--- config.mk ---
export PLATFORM = sky130hd
export DESIGN_NAME = axi_stream_demux_flat
export DESIGN_NICKNAME = d
export VERILOG_FILES = /design/src/rtl/axi_stream_demux_pkg.sv /design/src/rtl/axi4_stream_if.sv /design/src/rtl/axis_skid_buf.sv /design/src/rtl/axi_stream_demux.sv /design/src/flat_wrapper.sv
export SDC_FILE = /design/constraint.sdc
export NUM_CORES = 1
export LEC_CHECK = 0
export ABC_AREA = 1
export CELL_PAD_IN_SITES_DETAIL_PLACEMENT = 0
export CELL_PAD_IN_SITES_GLOBAL_PLACEMENT = 1
export CORE_ASPECT_RATIO = 1.2
export CORE_UTILIZATION = 41
export CTS_BUF_LIST = sky130_fd_sc_hd__clkbuf_4 sky130_fd_sc_hd__clkbuf_8
export CTS_CLUSTER_SIZE = 8
export DETAILED_ROUTE_END_ITERATION = 10
export PLACE_DENSITY_LB_ADDON = 0.3
export SETUP_SLACK_MARGIN = 0.1
export SLEW_MARGIN = 20
export SYNTH_ARGS = -nofsm -noshare
export SYNTH_HDL_FRONTEND = slang
export SYNTH_HIERARCHICAL = 1
export SYNTH_SLANG_ARGS = --single-unit
--- constraint.sdc ---
create_clock -name clk_i -period 4.7 [get_ports clk_i]
set_input_delay 0.47 -clock clk_i [delete_from_list [all_inputs] [get_ports clk_i]]
set_output_delay 0.47 -clock clk_i [all_outputs]
set_load 0.01 [all_outputs]
--- src/rtl/axi_stream_demux_pkg.sv ---
// Shared types for the frame-locked 1:2 video stream demux.
// FSM state encoding and output select codes.
package axi_stream_demux_pkg;

  typedef enum logic {
    IDLE  = 1'b0,
    ROUTE = 1'b1
  } state_t;

  localparam logic SEL_OUT1 = 1'b0;
  localparam logic SEL_OUT2 = 1'b1;

endpackage

--- src/rtl/axi4_stream_if.sv ---
// AXI4-Stream video bundle: tdata/tkeep/tlast/tuser(SOF)/tvalid/tready.
// Modport s drives a stream out, modport d receives one.
interface axi4_stream_if #(
  parameter int DW = 32
);
  logic [DW-1:0]   tdata;
  logic [DW/8-1:0] tkeep;
  logic            tlast;
  logic            tuser;
  logic            tvalid;
  logic            tready;

  modport s (
    output tdata, tkeep, tlast, tuser, tvalid,
    input  tready
  );

  modport d (
    input  tdata, tkeep, tlast, tuser, tvalid,
    output tready
  );
endinterface

--- src/rtl/axis_skid_buf.sv ---
// Two-entry register slice: s_* in, m_* out, all outputs from flops.
// s_ready drops only while the second (skid) entry is occupied.
module axis_skid_buf #(
  parameter int W = 38
) (
  input  logic         clk_i,
  input  logic         rst_i,
  input  logic [W-1:0] s_payload,
  input  logic         s_valid,
  output logic         s_ready,
  output logic [W-1:0] m_payload,
  output logic         m_valid,
  input  logic         m_ready
);

  logic [W-1:0] m_q;
  logic [W-1:0] skid_q;
  logic         m_v_q;
  logic         skid_v_q;
  logic         s_acc;
  logic         m_free;

  assign s_acc  = s_valid && !skid_v_q;
  assign m_free = !m_v_q || m_ready;

  always_ff @(posedge clk_i) begin
    if (rst_i) begin
      m_v_q    <= 1'b0;
      skid_v_q <= 1'b0;
    end else if (m_free) begin
      // skid entry is older than anything arriving now
      if (skid_v_q) begin
        m_v_q    <= 1'b1;
        skid_v_q <= 1'b0;
      end else begin
        m_v_q    <= s_acc;
      end
    end else if (s_acc) begin
      skid_v_q <= 1'b1;
    end
  end

  always_ff @(posedge clk_i) begin
    if (m_free) begin
      if (skid_v_q) begin
        m_q <= skid_q;
      end else if (s_acc) begin
        m_q <= s_payload;
      end
    end else if (s_acc) begin
      skid_q <= s_payload;
    end
  end

  assign s_ready   = !skid_v_q;
  assign m_payload = m_q;
  assign m_valid   = m_v_q;

endmodule

--- src/rtl/axi_stream_demux.sv ---
// Frame-locked 1:2 AXI4-Stream demux; output select moves only on SOF.
// Ports: clk_i/rst_i, axi_video_i (d), axi_video_out1_o/out2_o (s),
// mux_sel, active_sel_o, frame_cnt1_o/2_o, drop_cnt_o, trunc_cnt_o.
module axi_stream_demux
  import axi_stream_demux_pkg::*;
#(
  parameter int DW    = 32,
  parameter int CNT_W = 16
) (
  input  logic             clk_i,
  input  logic             rst_i,
  axi4_stream_if.d         axi_video_i,
  axi4_stream_if.s         axi_video_out1_o,
  axi4_stream_if.s         axi_video_out2_o,
  input  logic             mux_sel,
  output logic             active_sel_o,
  output logic [CNT_W-1:0] frame_cnt1_o,
  output logic [CNT_W-1:0] frame_cnt2_o,
  output logic [CNT_W-1:0] drop_cnt_o,
  output logic [CNT_W-1:0] trunc_cnt_o
);

  localparam int KW = DW / 8;
  localparam int PW = DW + KW + 2;

  state_t           state_q;
  logic             sel_q;
  logic [CNT_W-1:0] f1_q;
  logic [CNT_W-1:0] f2_q;
  logic [CNT_W-1:0] drop_q;
  logic [CNT_W-1:0] trunc_q;

  logic          dest;
  logic          idle_drop;
  logic          accept;
  logic          rdy1;
  logic          rdy2;
  logic [PW-1:0] in_pl;
  logic [PW-1:0] pl1;
  logic [PW-1:0] pl2;

  // SOF beats go where mux_sel points, even an early SOF in ROUTE
  assign dest      = axi_video_i.tuser ? mux_sel : sel_q;
  assign idle_drop = (state_q == IDLE) && !axi_video_i.tuser;

  always_comb begin
    axi_video_i.tready = 1'b1;
    if (!idle_drop) begin
      axi_video_i.tready = (dest == SEL_OUT2) ? rdy2 : rdy1;
    end
  end

  assign accept = axi_video_i.tvalid && axi_video_i.tready;

  assign in_pl = {axi_video_i.tdata, axi_video_i.tkeep,
                  axi_video_i.tlast, axi_video_i.tuser};

  axis_skid_buf #(.W(PW)) u_buf1 (
    .clk_i     (clk_i),
    .rst_i     (rst_i),
    .s_payload (in_pl),
    .s_valid   (axi_video_i.tvalid && !idle_drop
                && dest == SEL_OUT1),
    .s_ready   (rdy1),
    .m_payload (pl1),
    .m_valid   (axi_video_out1_o.tvalid),
    .m_ready   (axi_video_out1_o.tready)
  );

  axis_skid_buf #(.W(PW)) u_buf2 (
    .clk_i     (clk_i),
    .rst_i     (rst_i),
    .s_payload (in_pl),
    .s_valid   (axi_video_i.tvalid && !idle_drop
                && dest == SEL_OUT2),
    .s_ready   (rdy2),
    .m_payload (pl2),
    .m_valid   (axi_video_out2_o.tvalid),
    .m_ready   (axi_video_out2_o.tready)
  );

  assign {axi_video_out1_o.tdata, axi_video_out1_o.tkeep,
          axi_video_out1_o.tlast, axi_video_out1_o.tuser} = pl1;
  assign {axi_video_out2_o.tdata, axi_video_out2_o.tkeep,
          axi_video_out2_o.tlast, axi_video_out2_o.tuser} = pl2;

  always_ff @(posedge clk_i) begin
    if (rst_i) begin
      state_q <= IDLE;
      sel_q   <= SEL_OUT1;
      f1_q    <= '0;
      f2_q    <= '0;
      drop_q  <= '0;
      trunc_q <= '0;
    end else if (accept) begin
      unique case (1'b1)
        idle_drop: begin
          if (drop_q != '1) drop_q <= drop_q + CNT_W'(1);
        end
        default: begin
          if (axi_video_i.tuser) begin
            sel_q <= mux_sel;
            if (mux_sel == SEL_OUT2) f2_q <= f2_q + CNT_W'(1);
            else                     f1_q <= f1_q + CNT_W'(1);
            // any SOF while routing means the prior frame lost its TLAST
            if (state_q == ROUTE && trunc_q != '1)
              trunc_q <= trunc_q + CNT_W'(1);
          end
          state_q <= axi_video_i.tlast ? IDLE : ROUTE;
        end
      endcase
    end
  end

  assign active_sel_o = sel_q;
  assign frame_cnt1_o = f1_q;
  assign frame_cnt2_o = f2_q;
  assign drop_cnt_o   = drop_q;
  assign trunc_cnt_o  = trunc_q;

endmodule

--- src/flat_wrapper.sv ---
// flat-port wrapper written by rule: the top's interface ports become plain ports
module axi_stream_demux_flat import axi_stream_demux_pkg::*;
#(
  parameter int DW    = 32,
  parameter int CNT_W = 16
)
  (clk_i, rst_i, mux_sel, active_sel_o, frame_cnt1_o, frame_cnt2_o, drop_cnt_o, trunc_cnt_o, axi_video_i_tdata, axi_video_i_tkeep, axi_video_i_tlast, axi_video_i_tuser, axi_video_i_tvalid, axi_video_i_tready, axi_video_out1_o_tdata, axi_video_out1_o_tkeep, axi_video_out1_o_tlast, axi_video_out1_o_tuser, axi_video_out1_o_tvalid, axi_video_out1_o_tready, axi_video_out2_o_tdata, axi_video_out2_o_tkeep, axi_video_out2_o_tlast, axi_video_out2_o_tuser, axi_video_out2_o_tvalid, axi_video_out2_o_tready);
  axi4_stream_if #(.DW(DW)) axi_video_i_i ();
  axi4_stream_if #(.DW(DW)) axi_video_out1_o_i ();
  axi4_stream_if #(.DW(DW)) axi_video_out2_o_i ();
  input  logic clk_i;
  input  logic rst_i;
  input  logic mux_sel;
  output logic active_sel_o;
  output logic [CNT_W-1:0] frame_cnt1_o;
  output logic [CNT_W-1:0] frame_cnt2_o;
  output logic [CNT_W-1:0] drop_cnt_o;
  output logic [CNT_W-1:0] trunc_cnt_o;
  input wire logic [$bits(axi_video_i_i.tdata)-1:0] axi_video_i_tdata;
  input wire logic [$bits(axi_video_i_i.tkeep)-1:0] axi_video_i_tkeep;
  input wire logic [$bits(axi_video_i_i.tlast)-1:0] axi_video_i_tlast;
  input wire logic [$bits(axi_video_i_i.tuser)-1:0] axi_video_i_tuser;
  input wire logic [$bits(axi_video_i_i.tvalid)-1:0] axi_video_i_tvalid;
  output wire logic [$bits(axi_video_i_i.tready)-1:0] axi_video_i_tready;
  output wire logic [$bits(axi_video_out1_o_i.tdata)-1:0] axi_video_out1_o_tdata;
  output wire logic [$bits(axi_video_out1_o_i.tkeep)-1:0] axi_video_out1_o_tkeep;
  output wire logic [$bits(axi_video_out1_o_i.tlast)-1:0] axi_video_out1_o_tlast;
  output wire logic [$bits(axi_video_out1_o_i.tuser)-1:0] axi_video_out1_o_tuser;
  output wire logic [$bits(axi_video_out1_o_i.tvalid)-1:0] axi_video_out1_o_tvalid;
  input wire logic [$bits(axi_video_out1_o_i.tready)-1:0] axi_video_out1_o_tready;
  output wire logic [$bits(axi_video_out2_o_i.tdata)-1:0] axi_video_out2_o_tdata;
  output wire logic [$bits(axi_video_out2_o_i.tkeep)-1:0] axi_video_out2_o_tkeep;
  output wire logic [$bits(axi_video_out2_o_i.tlast)-1:0] axi_video_out2_o_tlast;
  output wire logic [$bits(axi_video_out2_o_i.tuser)-1:0] axi_video_out2_o_tuser;
  output wire logic [$bits(axi_video_out2_o_i.tvalid)-1:0] axi_video_out2_o_tvalid;
  input wire logic [$bits(axi_video_out2_o_i.tready)-1:0] axi_video_out2_o_tready;
  assign axi_video_i_i.tdata = axi_video_i_tdata;
  assign axi_video_i_i.tkeep = axi_video_i_tkeep;
  assign axi_video_i_i.tlast = axi_video_i_tlast;
  assign axi_video_i_i.tuser = axi_video_i_tuser;
  assign axi_video_i_i.tvalid = axi_video_i_tvalid;
  assign axi_video_i_tready = axi_video_i_i.tready;
  assign axi_video_out1_o_tdata = axi_video_out1_o_i.tdata;
  assign axi_video_out1_o_tkeep = axi_video_out1_o_i.tkeep;
  assign axi_video_out1_o_tlast = axi_video_out1_o_i.tlast;
  assign axi_video_out1_o_tuser = axi_video_out1_o_i.tuser;
  assign axi_video_out1_o_tvalid = axi_video_out1_o_i.tvalid;
  assign axi_video_out1_o_i.tready = axi_video_out1_o_tready;
  assign axi_video_out2_o_tdata = axi_video_out2_o_i.tdata;
  assign axi_video_out2_o_tkeep = axi_video_out2_o_i.tkeep;
  assign axi_video_out2_o_tlast = axi_video_out2_o_i.tlast;
  assign axi_video_out2_o_tuser = axi_video_out2_o_i.tuser;
  assign axi_video_out2_o_tvalid = axi_video_out2_o_i.tvalid;
  assign axi_video_out2_o_i.tready = axi_video_out2_o_tready;
  axi_stream_demux #(.DW(DW), .CNT_W(CNT_W)) u_core (.clk_i(clk_i), .rst_i(rst_i), .axi_video_i(axi_video_i_i), .axi_video_out1_o(axi_video_out1_o_i), .axi_video_out2_o(axi_video_out2_o_i), .mux_sel(mux_sel), .active_sel_o(active_sel_o), .frame_cnt1_o(frame_cnt1_o), .frame_cnt2_o(frame_cnt2_o), .drop_cnt_o(drop_cnt_o), .trunc_cnt_o(trunc_cnt_o));
endmodule
==> impl_results.md <==
* Worst reg-to-reg path cell count at 8
* CP Capture Point: axi_video_i_tready
* Worst-path clk slew at 60 ps
* Post-CTS Repair Setup Buffers at 0
* Setup violators final at 0
* Worst Skew at 22.98 ps
* Post-route cell area at 0.01250 sq mm
* Setup crit start: u_core/u_buf2/skid_v_q$_SDFFE_PP0P_
* Crit. End Element: primary output
* PortBufs at 187
* Pleak at 0.004759 uW
* Nets at 1,282
* Placer congestion estimate at 0.8080
* Synth Register Bits at 222
* Buf/Inv on CP at 2
* DRT iter0 DRCs at 341
* Post-CTS sizing at 0
* Num rows at 60
* Die span in y at 169.5 um
* Maxcap violations at 0
* CTS tree: done
* Vias per cell at 4.699
* Sequential fraction of the synthesis area at 0.6223
* Reg2reg start: u_core/u_buf2/skid_v_q$_SDFFE_PP0P_
* DRT antenna net count at 0
* Yosys warns at 6
* Area after DPL at 0.01172 sq mm
* RR Endpoint: u_core/trunc_cnt_o[10]$_SDFFE_PP0P_
* Critical path depth at 4
* Achievable frequency at 0.2878 GHz
* Total Wirelength at 22,570 um
* CP cell instances: inv_2 -> nand2_2 -> nand3_4 -> clkdlybuf4s50_1
* Biggest cell delay along the critical path at 910 ps
* Critical Path AT at 3000 ps
* CP delay by family, top: buffers and inverters
* DIE WIDTH at 141.6 um
* Antenna violations before repair at 0
* GRT overflow at 0
* Clk_lat worst skew at 520 ps
* Hold_buf cts at 0
* Setup TNS Final at 0 ps
* Most common library cell in the layout ignoring fill and taps: nand2_1
* Mean Syn Cell Area at 9.280 sq um
* Worst min-delay path category: reg -> reg
* Dpl cells at 1,502
* Routed vias at 7,378
* First-pass GRT wire length at 36,490 um
* Status: completed
* PwrDens at 329.0 mW/mm^2
* First drt pass iteration count at 5
* Min cycle time layout at 3475 ps
* Num CTS Buffers at 38
* CP startpoint kind: flop
* Slew margin rel. at 0.4103
* HPWL after detailed placement at 14,690 um
* Layout Area Growth over Synthesis at 30.42%
* Die area at 0.02400 sq mm
* RSZ-0062 raised after global routing: no
* Count of cell types in the netlist at 33
* Drt wl/cell at 14.38 um
* Clock Sink Count at 222
* Largest net degree at the start of global routing at 43
* Finished Layout Cells at 1,570
* Vias in the first global route at 7,191
* CTS Root Cell: clkbuf_8
* Critical path's slowest cell: dfxtp_2
* Critical Path RT at 4230 ps
* CP Class: reg -> out
* Final Cycle Share at 0.7393
* CP Max Fanout at 42
* Total Routing Usage GR at 0.1933
* Worst-margin pin slew at 884.5 ps
* Core ar. at 0.02267 sq mm
* Synthesized cell area at 0.009587 sq mm
* # DRC at 0
* Maximum VDD drop at 0.1801 mV
* Clk buf depth at 3
* Cells after synthesis at 1,033
* Synth Net Count at 1,081
* Hold Fails Final Rpt at 0
* Max Slew Vio Count at 0
* Most frequent cells in the layout: nand2_1, clkdlybuf4s50_1, edfxtp_1
* H-tree depth at 2
* Share of cells above drive strength 1 at 0.07460
* # IOs at 188
* Starting Density at 0.4228
* N_diodes at 0
* R2R Setup Slk at 1900 ps
metrics by stage:
step / total power, uW / hold WS, ps / utilization / worst slack, ps
2_1_floorplan: 2316 / 476.1 / - / 1299
3_3_place_gp: 2464 / 483.4 / 0.5168 / 1469
3_5_place_dp: 2469 / 497.2 / 0.5168 / 1427
4_1_cts: 4183 / 507.4 / 0.5494 / 1164
5_1_grt: 4298 / 530.4 / 0.5515 / 995.3
6_report: 4113 / 503.8 / 0.5515 / 1225
logic make-up (layout without fill, tap and decap cells):
logic type	Yosys count	in the layout	synth area share
buf+inv	104	331	0.04973
fa+ha+maj	4	4	0.005221
compound gates	70	70	0.04046
xor+xnor	25	25	0.02284
simple gates	608	608	0.2595
flops	222	222	0.6223
power by group:
group	total, uW	switching (uW)	internal [uW]
logic	269	146	123
registers	2160	22.2	2130
clock network	1690	755	933
total	4110	923	3190
routing by layer:
metal  global-route usage  vias to the layer above  part of all wire
met5                    0                        -                 0
met4              0.06265                        0             0.019
met3              0.05474                       38             0.078
met2               0.3369                      224              0.49
met1               0.2287                     3360              0.42
li1                     -                     3756                 -
Yosys cell counts (all sizes together):
cell type,count,area (sq um)
nand2,415,1575
edfxtp,152,4564
nor2,122,468.0
dfxtp,70,1401
inv,69,259.0
nand3,37,222.7
a21oi,34,170.2
buf,28,191.4
o21ai,25,136.4
nand4,15,93.84
xor2,14,122.6
xnor2,11,96.34
nor3,10,61.31
o21bai,9,67.56
nand3b,7,52.55
clkbuf,6,22.52
ha,4,50.05
a21boi,1,7.510
a31oi,1,6.260
clkinv,1,3.750
nor3b,1,7.510
or2,1,6.260
tightest hold or removal path, cell delays in order (launching register included):
cell and delay [ps]:
dfxtp_1 330, nand2_1 70, a21oi_1 50
flip-flops by register name, indices dropped and copies added (netlist names), 16 cells and up:
name,cells
u_core/u_buf1/m_payload,38
u_core/u_buf1/skid_q,38
u_core/u_buf2/m_payload,38
u_core/u_buf2/skid_q,38
u_core/drop_cnt_o,16
u_core/frame_cnt1_o,16
u_core/frame_cnt2_o,16
u_core/trunc_cnt_o,16
cell type report:
cell class                      count  area [sq um]
Timing Repair Buffer              195          1964
Clock buffer                       56         683.2
Fill cell                        2104         10170
Multi-Input combinational cell    707          3182
Sequential cell                   222          5968
Inverter                           70         262.8
Clock inverter                     10         55.05
Tap cell                          310         387.9
worst min path at each step:
stage	cells past startpoint	slack, ps	from	endpoint
2_1_floorplan	2	480	u_core/state_q$_SDFFE_PP0P_	u_core/state_q$_SDFFE_PP0P_
3_3_place_gp	2	480	u_core/active_sel_o$_SDFFE_PP0P_	u_core/active_sel_o$_SDFFE_PP0P_
3_5_place_dp	2	500	u_core/frame_cnt2_o[3]$_SDFFE_PP0P_	u_core/frame_cnt2_o[3]$_SDFFE_PP0P_
4_1_cts	2	510	u_core/frame_cnt2_o[3]$_SDFFE_PP0P_	u_core/frame_cnt2_o[3]$_SDFFE_PP0P_
5_1_grt	2	530	u_core/frame_cnt2_o[1]$_SDFFE_PP0P_	u_core/frame_cnt2_o[1]$_SDFFE_PP0P_
6_report	2	500	u_core/frame_cnt2_o[3]$_SDFFE_PP0P_	u_core/frame_cnt2_o[3]$_SDFFE_PP0P_
Power figures use the tool's default switching activity.
